## src/rtl/rf_access_arbiter.sv

```systemverilog
// Two-requester round-robin arbiter for the single register-file access port.
// One transaction in flight; reads wait for read-valid with a bounded timeout.
module rf_access_arbiter #(
   parameter int DATA_WIDTH = 8,
   parameter int ADDR_WIDTH = 4,
   parameter int RD_TIMEOUT = 4
) (
   input  logic                  i_CLK,
   input  logic                  i_RST,
   input  logic                  i_REQ0_VLD,
   input  logic                  i_REQ0_WR,
   input  logic [ADDR_WIDTH-1:0] i_REQ0_ADDR,
   input  logic [DATA_WIDTH-1:0] i_REQ0_WDATA,
   output logic                  o_REQ0_ACK,
   output logic [DATA_WIDTH-1:0] o_REQ0_RDATA,
   output logic                  o_REQ0_ERR,
   input  logic                  i_REQ1_VLD,
   input  logic                  i_REQ1_WR,
   input  logic [ADDR_WIDTH-1:0] i_REQ1_ADDR,
   input  logic [DATA_WIDTH-1:0] i_REQ1_WDATA,
   output logic                  o_REQ1_ACK,
   output logic [DATA_WIDTH-1:0] o_REQ1_RDATA,
   output logic                  o_REQ1_ERR,
   output logic                  o_RF_WrEn,
   output logic                  o_RF_RdEn,
   output logic [ADDR_WIDTH-1:0] o_RF_Address,
   output logic [DATA_WIDTH-1:0] o_RF_WrData,
   input  logic [DATA_WIDTH-1:0] i_RF_RdData,
   input  logic                  i_RF_RdData_Valid,
   output logic                  o_BUSY
);

   localparam int CNT_W = $clog2(RD_TIMEOUT + 1);

   typedef enum logic [1:0] {
      IDLE,
      ISSUE,
      READ_WAIT
   } state_t;

   state_t           state;
   logic             ptr;       // side that wins when both requesters are valid
   logic             owner;
   logic             cur_wr;
   logic [CNT_W-1:0] rd_cnt;

   logic                  grant_any;
   logic                  grant_sel;
   logic                  sel_wr;
   logic [ADDR_WIDTH-1:0] sel_addr;
   logic [DATA_WIDTH-1:0] sel_wdata;

   // NOTE: every always_comb output gets a default first so no latch is inferred.
   always_comb begin
      grant_sel = ptr;
      if (i_REQ0_VLD && !i_REQ1_VLD)
         grant_sel = 1'b0;
      else if (!i_REQ0_VLD && i_REQ1_VLD)
         grant_sel = 1'b1;
      grant_any = i_REQ0_VLD | i_REQ1_VLD;
      sel_wr    = grant_sel ? i_REQ1_WR    : i_REQ0_WR;
      sel_addr  = grant_sel ? i_REQ1_ADDR  : i_REQ0_ADDR;
      sel_wdata = grant_sel ? i_REQ1_WDATA : i_REQ0_WDATA;
   end

   // NOTE: state and registered outputs use non-blocking assignments only.
   always_ff @(posedge i_CLK) begin
      if (i_RST) begin
         state        <= IDLE;
         ptr          <= 1'b0;
         owner        <= 1'b0;
         cur_wr       <= 1'b0;
         rd_cnt       <= '0;
         o_REQ0_ACK   <= 1'b0;
         o_REQ0_RDATA <= '0;
         o_REQ0_ERR   <= 1'b0;
         o_REQ1_ACK   <= 1'b0;
         o_REQ1_RDATA <= '0;
         o_REQ1_ERR   <= 1'b0;
         o_RF_WrEn    <= 1'b0;
         o_RF_RdEn    <= 1'b0;
         o_RF_Address <= '0;
         o_RF_WrData  <= '0;
         o_BUSY       <= 1'b0;
      end else begin
         // Strobes and handshake pulses last a single cycle.
         o_RF_WrEn  <= 1'b0;
         o_RF_RdEn  <= 1'b0;
         o_REQ0_ACK <= 1'b0;
         o_REQ0_ERR <= 1'b0;
         o_REQ1_ACK <= 1'b0;
         o_REQ1_ERR <= 1'b0;

         case (state)
            IDLE: begin
               if (grant_any) begin
                  owner        <= grant_sel;
                  cur_wr       <= sel_wr;
                  ptr          <= ~grant_sel;
                  o_RF_Address <= sel_addr;
                  o_BUSY       <= 1'b1;
                  state        <= ISSUE;
                  if (sel_wr) begin
                     // Writes complete in ISSUE, so the ACK rides with the strobe.
                     o_RF_WrData <= sel_wdata;
                     o_RF_WrEn   <= 1'b1;
                     if (grant_sel) o_REQ1_ACK <= 1'b1;
                     else           o_REQ0_ACK <= 1'b1;
                  end else begin
                     o_RF_RdEn <= 1'b1;
                  end
               end
            end

            ISSUE: begin
               if (cur_wr) begin
                  state  <= IDLE;
                  o_BUSY <= 1'b0;
               end else begin
                  rd_cnt <= '0;
                  state  <= READ_WAIT;
               end
            end

            READ_WAIT: begin
               if (i_RF_RdData_Valid) begin
                  if (owner) begin
                     o_REQ1_RDATA <= i_RF_RdData;
                     o_REQ1_ACK   <= 1'b1;
                  end else begin
                     o_REQ0_RDATA <= i_RF_RdData;
                     o_REQ0_ACK   <= 1'b1;
                  end
                  state  <= IDLE;
                  o_BUSY <= 1'b0;
               end else if (rd_cnt == CNT_W'(RD_TIMEOUT - 1)) begin
                  // Final waiting cycle without data: saturate and report the error.
                  rd_cnt <= CNT_W'(RD_TIMEOUT);
                  if (owner) begin
                     o_REQ1_RDATA <= '0;
                     o_REQ1_ACK   <= 1'b1;
                     o_REQ1_ERR   <= 1'b1;
                  end else begin
                     o_REQ0_RDATA <= '0;
                     o_REQ0_ACK   <= 1'b1;
                     o_REQ0_ERR   <= 1'b1;
                  end
                  state  <= IDLE;
                  o_BUSY <= 1'b0;
               end else begin
                  rd_cnt <= rd_cnt + 1'b1;
               end
            end

            default: begin
               state  <= IDLE;
               o_BUSY <= 1'b0;
            end
         endcase
      end
   end

endmodule
```

## config.mk

```make
export PLATFORM = sky130hd
export DESIGN_NAME = rf_access_arbiter
export DESIGN_NICKNAME = d
export VERILOG_FILES = /design/src/rtl/rf_access_arbiter.sv
export SDC_FILE = /design/constraint.sdc
export NUM_CORES = 1
export LEC_CHECK = 0
export ABC_AREA = 0
export CORE_MARGIN = 2
export CORE_UTILIZATION = 42
export CTS_CLUSTER_DIAMETER = 40
export CTS_CLUSTER_SIZE = 25
export DETAILED_ROUTE_END_ITERATION = 12
export PLACE_DENSITY = 0.79
export REMOVE_ABC_BUFFERS = 1
export SYNTH_ARGS = -nofsm -noshare
export SYNTH_HDL_FRONTEND = slang
export SYNTH_SLANG_ARGS = --single-unit
```

## constraint.sdc

```tcl
create_clock -name i_CLK -period 2.5 [get_ports i_CLK]
set_clock_uncertainty 0.05 [all_clocks]
set_input_delay 0.5 -clock i_CLK [delete_from_list [all_inputs] [get_ports i_CLK]]
set_output_delay 0.5 -clock i_CLK [all_outputs]
set_load 0.01 [all_outputs]
```

# == After elaboration in Yosys (flattened, before gate mapping) ==
# Cells that the tools add are included.
# word_totals
reg_bits,43
input_bits,39
output_inout_bits,35
wordCells,90
# classes
add_sub_neg,1
n_eq_ne,8
n_mux,43
bitwise_logic,6
reduce_logical,16
# ops
operator,count
$mux W8,9
$mux W1,21
$reduce_and A3 Y1,5
$mux W3,3
$mux W2,4
$ne A2 B2 Y1 const B,4
$pmux W2 S3,1
$pmux W3 S2,1
$reduce_or A3 Y1,2
$not A1 Y1,5
$mux W4,1
$pmux W1 S2,2
$reduce_and A2 Y1,2
$reduce_bool A2 Y1,2
$add A3 B1 Y3 const B,1
$eq A3 B2 Y1 const B,1
$ne A3 B3 Y1 const B,1
$pmux W1 S3,1
$eq A2 B1 Y1 const B,1
$eq A2 B2 Y1 const B,1
$logic_and A1 B1 Y1,2
$logic_not A1 Y1,2
$logic_not A2 Y1,1
$or A1 B1 Y1,1

# == Logic depth before layout (Yosys ltp) ==
# Gate-level depths: netlist of run 1.
# depth
ltp_word,8
mapped_depth,7

# == Worst setup path before layout of run 1 ==
# OpenSTA, ideal clock, no wires.
# synth_timing
path_type,input port to flip-flop
startpoint,in i_REQ1_VLD
endpoint,reg o_RF_WrData[0]
t_arrival_ns,1.666
required_time_ns,2.375
setup_slack_ns,0.709
cell_stages,5
path_buffers,1
cell_sequence,nor2_1 > or3_4 > or4_4 > buf_6 > o22ai_1
# synth_between
elab_chain_cells,5
# synth_lines
item,line_no,source
start: declaration,17,"input logic i_REQ1_VLD,"
$logic_and A1 B1 Y1 or $logic_not A1 Y1 (tied branches),"58, 56",
$mux W1 or $logic_and A1 B1 Y1 (tied branches),"58, 56",
$mux W1,56,if (i_REQ0_VLD && !i_REQ1_VLD)
$mux W1,61,sel_wr = grant_sel ? i_REQ1_WR : i_REQ0_WR;
$reduce_and A3 Y1 (no source line),n/a,
end signal: assignment,105,o_RF_WrData <= sel_wdata;
end: declaration,27,"output logic [DATA_WIDTH-1:0] o_RF_WrData,"
# Parallel ways exist; a longest one is shown, timed or not.
# A chain may end at the register's enable or synchronous reset.

# == Worst setup path after layout of run 1 ==
# layout_timing
startpoint,in i_REQ1_VLD
endpoint,reg o_RF_WrData[5]
# The elaborated chain is that of the path after synthesis.

==> results of run 1 <==
==> sequential cells by signal (all words and copies together), names as in the netlist <==
signal,cells
o_RF_RdEn,1
ptr,1
cur_wr,1
rd_cnt,3
o_RF_WrData,8
o_REQ0_ACK,1
o_RF_Address,4
o_REQ0_RDATA,8
o_REQ0_ERR,1
owner,1
o_BUSY,1
o_REQ1_ERR,1
state,2
o_REQ1_ACK,1
o_REQ1_RDATA,8
o_RF_WrEn,1
==> layer usage <==
layer,track usage,routed length [um],vias up
met3,0.08140,366,4
li1,-,-,846
met5,0,0,-
met2,0.2927,1939,68
met4,0.03922,35,0
met1,0.2500,1935,722
==> per-stage QoR <==
step                      hold slack, ps    util
after floorplan                    413.7       -
after global placement             391.6  0.6346
after detailed placement           399.9  0.6346
after CTS                          410.3  0.6636
after global routing               433.4  0.6636
final                              405.9  0.6636
==> critical path, cell delays in order <==
cell and delay (ps):
clkdlybuf4s50_1 490, nor2b_1 330, a211oi_1 150, or4_4 570
o22ai_1 200
==> final cells by class <==
cell class | instances | area, um^2 | share of cell area
sequential | 43 | 860.8 | 0.3197
multi-input combinational | 139 | 860.8 | 0.3197
timing repair buffer | 79 | 775.7 | 0.2881
clock buffer | 6 | 82.58 | 0.03067
tap | 50 | 62.56 | 0.02323
clock inverter | 2 | 35.03 | 0.01301
inverter | 4 | 15.01 | 0.005576
==> power by group <==
| group | internal, mW | switching, mW | total [mW] |
|---|---|---|---|
| Clock | 0.323 | 0.236 | 0.559 |
| Combinational | 0.180 | 0.140 | 0.321 |
| Sequential | 0.726 | 0.0324 | 0.759 |
| Total | 1.23 | 0.409 | 1.64 |
==> synth_stat cells (2+ instances only) <==
library cell / number
and2_1: 9
a21oi_1: 11
nor2b_1: 2
a311oi_1: 4
nand4_1: 8
mux2i_1: 18
buf_6: 2
ha_1: 2
dfxtp_1: 43
o21a_1: 2
nand2_1: 24
nor2_1: 23
nor3_1: 4
nand3_1: 2
o22ai_1: 8
clkbuf_1: 9
a211oi_1: 4
inv_1: 3
buf_2: 2
nand2b_1: 3
==> placed cells by master (no fill, tap or decap), drive strengths merged, types with 2 or more instances in the layout <==
master / instances
a211oi: 4
a311oi: 4
ha: 2
nand2b: 3
clkinv: 2
nor3: 5
clkdlybuf4s50: 73
buf: 6
mux2i: 18
dfxtp: 43
nand3: 2
nand4: 8
o21a: 2
clkbuf: 6
o22ai: 8
nand2: 24
and2: 9
nor2: 23
nor2b: 2
a21oi: 12
inv: 3
==> cells by family after synthesis <==
group / count (synthesis)
multiplexers: 18
adder cells (fa/ha/maj): 2
buffers and inverters: 17
AO/OA/AOI/OAI: 36
AND/OR/NAND/NOR: 83
flip-flops: 43
==> worst paths after layout <==
| kind | from | endpoint | slack (ps) | cells past startpoint |
|---|---|---|---|---|
| max | i_REQ1_VLD | o_RF_WrData[5] | 440 | 5 |
| min | o_RF_WrData[6] | o_RF_WrData[6] | 410 | 2 |
| max reg2reg | rd_cnt[0] | o_REQ1_RDATA[6] | 730 | 6 |
| min reg2reg | o_RF_WrData[6] | o_RF_WrData[6] | 410 | 2 |
==> key figures, run 1 <==
Placed design
  – Port Buf Inserts: 73
  – Placed cells: 315
  – Final GP Congestion: 0.7493
  – DP HPWL: 2996 um
  – Pre-CTS WS: approximately 140 ps
  – Post-DP Area: 0.002575 mm^2

Worst setup path
  – Crit path arrival time: 2240 ps
  – CP max FO: 9
  – CP Launch Type: input pin
  – Setup crit end kind: flop
  – Critical path class: input pin to flop
  – Crit path required time: 2680 ps

Global routing
  – Initial antenna violation count: 0
  – Vias in the first global route: 1597
  – First-pass GRT wire length: 7479 um
  – Total gr overflow: 0
  – Largest net degree at the start of global routing: 34
  – Total Routing Usage GR: 0.1905

Cells and area
  – Design Area, Final: 0.002693 mm^2
  – Filler cells: 357
  – # diodes: 0
  – Non-Filler Instances: 323
  – NumNets Final: 313
  – Post-synthesis to final-layout area growth: 49.76%
  – Share of layout cells above drive strength 1: 0.07326

Power and ir drop
  – Final Power: 1.639 mW
  – Pwr dens: 608.6 mW/mm^2
  – Peak VDD IR: around 0.38 mV
  – Leakage: ~1.0 nW

Die
  – Die area: 0.004821 mm^2
  – Initial Utilization: 0.4431
  – Rows: 23
  – Die Wd: 69.43 um
  – Core Area: 0.004058 mm^2
  – Ports: 74
  – Die Y: 69.43 um

STA
  – Final worst path period need: 2061 ps
  – Hold Violations, Final: 0
  – Maximum clock frequency: 485.3 MHz
  – Setup WS post-layout: 439.4 ps
  – Period utilization: 0.8242
  – Max-slew headroom: 0.6266
  – Post-route setup TNS: 0 ps
  – Worst-Margin Slew: around 560 ps
  – Final setup viols: 0
  – RSZ-0062 raised after global routing: no
  – Max-slew violations: 0

Route
  – Initial DRC count: 121
  – Antenna-violating nets left: 0
  – First-pass detailed-route iteration total: 4
  – Vias per cell: slightly above 5
  – Routed WL: 4276 um
  – DRC: 0
  – DR WL/cell: 13.24 um
  – DR vias: 1640

Synthesis
  – Yosys reg bits: between 40 and 50
  – Xor-xnor portion of the synthesized cell area: 0
  – Multiplexer share of the synthesized area: 0.1002
  – Mean Syn Cell Area: 9.035 um^2
  – Synth area leader: dfxtp_1
  – Synth area leaders: dfxtp_1, mux2i_1, nand2_1, nor2_1, and2_1
  – Syn. warnings: 0
  – Synth top area share: 0.4788
  – Main flop type after synthesis: dfxtp_1
  – Area share of fa/ha/maj cells after synthesis: 0.01392
  – Post-synthesis compound-gate area fraction: 0.1322
  – Mapped cell area: 0.001798 mm^2
  – FFs w/ async S/R, synth: 0
  – Sequential area share after synthesis: 0.4788
  – Largest family of logic cells by synthesized area: simple AND/OR/NAND/NOR gates
  – Post-synth EDFFs: 0
  – Simple-gate share of the synthesized area: 0.2296
  – Cells after Synth: 199
  – Yosys cell types: 36

Clock tree
  – CTS Hold Bufs: 0
  – Num CTS Buffers: 5
  – Clock sinks: 43
  – # Post-CTS Setup Buffers: 0
  – H-tree lvl count: 2
  – TritonCTS clock tree: done
  – Clk root buf: clkbuf_8
  – Clk pin slew, worst setup/hold paths: around 80 ps
  – Worst-Skew Late Latency: 300 ps
  – CTS-repair resized insts: 0
  – Max Root-Sink Buffers: 2

Worst hold path
  – Hold Path Class: flop to flop

Status
  – Status: complete, no violations

Run
  – Max Cap Viol: 0
Note: power is estimated with default switching activity, not from simulation.
==> run 2, diff against run 1 <==
==> constraint.sdc (replaced) <==
create_clock -name i_CLK -period 1.9 [get_ports i_CLK]
set_clock_uncertainty 0.05 [all_clocks]
set_input_delay 0.38 -clock i_CLK [delete_from_list [all_inputs] [get_ports i_CLK]]
set_output_delay 0.38 -clock i_CLK [all_outputs]
set_load 0.01 [all_outputs]
==> key figures, run 2 (same netlist as run 1, synthesis figures left out) <==
Status
  – Status: complete, no violations

Global routing
  – Total Routing Usage GR: 0.1888
  – First-pass GRT wire length: 7493 um
  – Total gr overflow: 0
  – Initial antenna violation count: 0
  – Vias in the first global route: 1644
  – Largest net degree at the start of global routing: 20

Cells and area
  – Design Area, Final: 0.002759 mm^2
  – Most common cell after layout, fill and taps aside: clkdlybuf4s50_1
  – Share of layout cells above drive strength 1: 0.1068
  – Post-synthesis to final-layout area growth: 53.44%
  – Biggest regs: o_REQ0_RDATA x8, o_REQ1_RDATA x8, o_RF_WrData x8
  – Commonest non-fill, non-tap cells in the layout: clkdlybuf4s50_1, dfxtp_1, nand2_1
  – # diodes: 0
  – Filler cells: 339
  – NumNets Final: 321

Worst setup path
  – R2R Path End: o_REQ1_RDATA[3]
  – Crit path required time: 2080 ps
  – CP Launch Type: input pin
  – Setup crit end kind: flop
  – Reg2Reg Depth: 6
  – R2R Setup Slk: around 140 ps
  – CP startpoint: i_REQ1_WR
  – Critical path class: input pin to flop
  – CP max FO: 9
  – Crit path arrival time: 1950 ps
  – Reg2reg start: rd_cnt[0]

Route
  – Top layer in use: met4
  – Met2 routed WL: around 2000 um
  – First-pass detailed-route iteration total: 4
  – Met3 routed WL: 296 um
  – Antenna-violating nets left: 0
  – DRC: 0
  – Initial DRC count: about 140
  – DR vias: 1719
  – Routed WL: 4371 um
  – Vias per cell: between 5 and 6
  – M1 wire length: 1997 um
  – DR WL/cell: 13.21 um

Clock tree
  – TritonCTS clock tree: done
  – # Post-CTS Setup Buffers: 0
  – H-tree lvl count: 2
  – Num CTS Buffers: 5
  – Clk pin slew, worst setup/hold paths: 80 ps
  – Clock sinks: 43
  – Clk root buf: clkbuf_8
  – Max Root-Sink Buffers: 2
  – Worst-Skew Late Latency: 300 ps

Power and ir drop
  – Power share of the clock group: 0.278
  – Peak VDD IR: 0.4713 mV
  – Combinational Power Share: 0.230
  – Flop pwr share: 0.492
  – Switch share: 0.2690
  – Pwr dens: ~730 mW/mm^2
  – Final Power: between 2 and 2.5 mW
  – Leakage: 1.071 nW
  – Pint: 1.478 mW
  – Sw power: 0.5441 mW

Die
  – Initial Utilization: 0.4431
  – Rows: 23
  – Core Area: 0.004058 mm^2
  – Ports: 74
  – Die Y: 69.43 um
  – Die area: 0.004821 mm^2
  – Die Wd: slightly below 70 um

STA
  – Final setup viols: 0
  – Hold Violations, Final: 0
  – Worst-Margin Slew: 479.6 ps
  – RSZ-0062 raised after global routing: no
  – Worst hold margin: 404.8 ps
  – Max-slew violations: 0
  – Maximum clock frequency: 563.0 MHz
  – Max-slew headroom: 0.6783
  – Period utilization: 0.9349
  – Post-route setup TNS: 0 ps
  – Final worst path period need: between 1500 and 2000 ps

Placed design
  – DP HPWL: 3147 um
  – Port Buf Inserts: 73
  – Post-DP Area: between 0.002 and 0.003 mm^2
  – Final GP Congestion: roughly 0.74

Worst hold path
  – Worst hold endpoint: o_REQ1_RDATA[0]
  – Hold Path Class: flop to flop
  – Worst hold path depth: 2
  – Hold Path Origin: o_REQ1_RDATA[0]

Run
  – Max Cap Viol: 0
==> run 2: cell types whose count changed in the layout (fill, tap and decap cells not counted), sizes merged <==
cell and change:
buf +8, clkdlybuf4s50 -2, dlymetal6s2s +2, bufinv -1
clkinvlp +1
==> run 2: worst max path at each step <==
stage | cells after the start | endpoint
2_1_floorplan | 6 | o_REQ0_RDATA[0]
3_3_place_gp | 5 | o_RF_WrData[7]
3_5_place_dp | 5 | o_RF_WrData[0]
4_1_cts | 5 | o_RF_WrData[0]
5_1_grt | 4 | o_REQ1_ACK
6_report | 5 | o_RF_WrData[4]
==> run 2: routing by layer <==
metal,track usage,vias to the layer above
met5,0,-
met4,0.05882,0
met3,0.04797,5
met2,0.3056,62
met1,0.2473,788
li1,-,864
==> run 2: critical path: stages <==
cell and delay, ps:
clkdlybuf4s50_1 490, inv_1 50, a22o_1 240, or4_4 600
o22ai_1 190
==> run 2: timing repair <==
item | 4_1_cts | 5_1_grt
pin swaps | 1 | 1
endpoints found under the setup margin | 1 | 8
hold buffers | 0 | 0
resized for setup | 2 | 4
==> run 2: power groups by stage <==
| stage | logic, mW | registers [mW] | clock network (mW) |
|---|---|---|---|
| 5_1_grt | 0.509 | 1.00 | 0.610 |
| 6_report | 0.466 | 0.994 | 0.562 |
| 3_3_place_gp | 0.454 | 1.01 | 0 |
| 2_1_floorplan | 0.174 | 1.03 | 0 |
| 4_1_cts | 0.465 | 0.995 | 0.574 |
| 3_5_place_dp | 0.460 | 1.01 | 0 |
==> run 2: stage by stage <==
stage	std cells	utilization	worst slack, ps
after global placement	323	0.6525	-251.8
after detailed placement	323	0.6525	-341.7
after CTS	331	0.6756	9.391
after global routing	331	0.6799	27.32
after floorplan	186	-	-152.3
final	331	0.6799	123.7
==> run 2: final cells by class <==
type	instances	area, um^2	area share
Inverter	4	15.01	0.005442
Multi-Input combinational cell	139	882.1	0.3197
Clock buffer	6	72.57	0.02630
Tap cell	50	62.56	0.02268
Sequential cell	43	860.8	0.3120
Clock inverter	2	12.51	0.004535
Timing Repair Buffer	87	853.3	0.3093
==> run 3, diff against run 2 <==
--- a/config.mk
+++ b/config.mk
@@ -9,7 +9,6 @@
 export CORE_MARGIN = 2
 export CORE_UTILIZATION = 42
 export CTS_CLUSTER_DIAMETER = 40
-export CTS_CLUSTER_SIZE = 25
 export DETAILED_ROUTE_END_ITERATION = 12
 export PLACE_DENSITY = 0.79
 export REMOVE_ABC_BUFFERS = 1
==> results of run 3 <==
No change in the layout: final DEF, timing and power equal those of run 2.
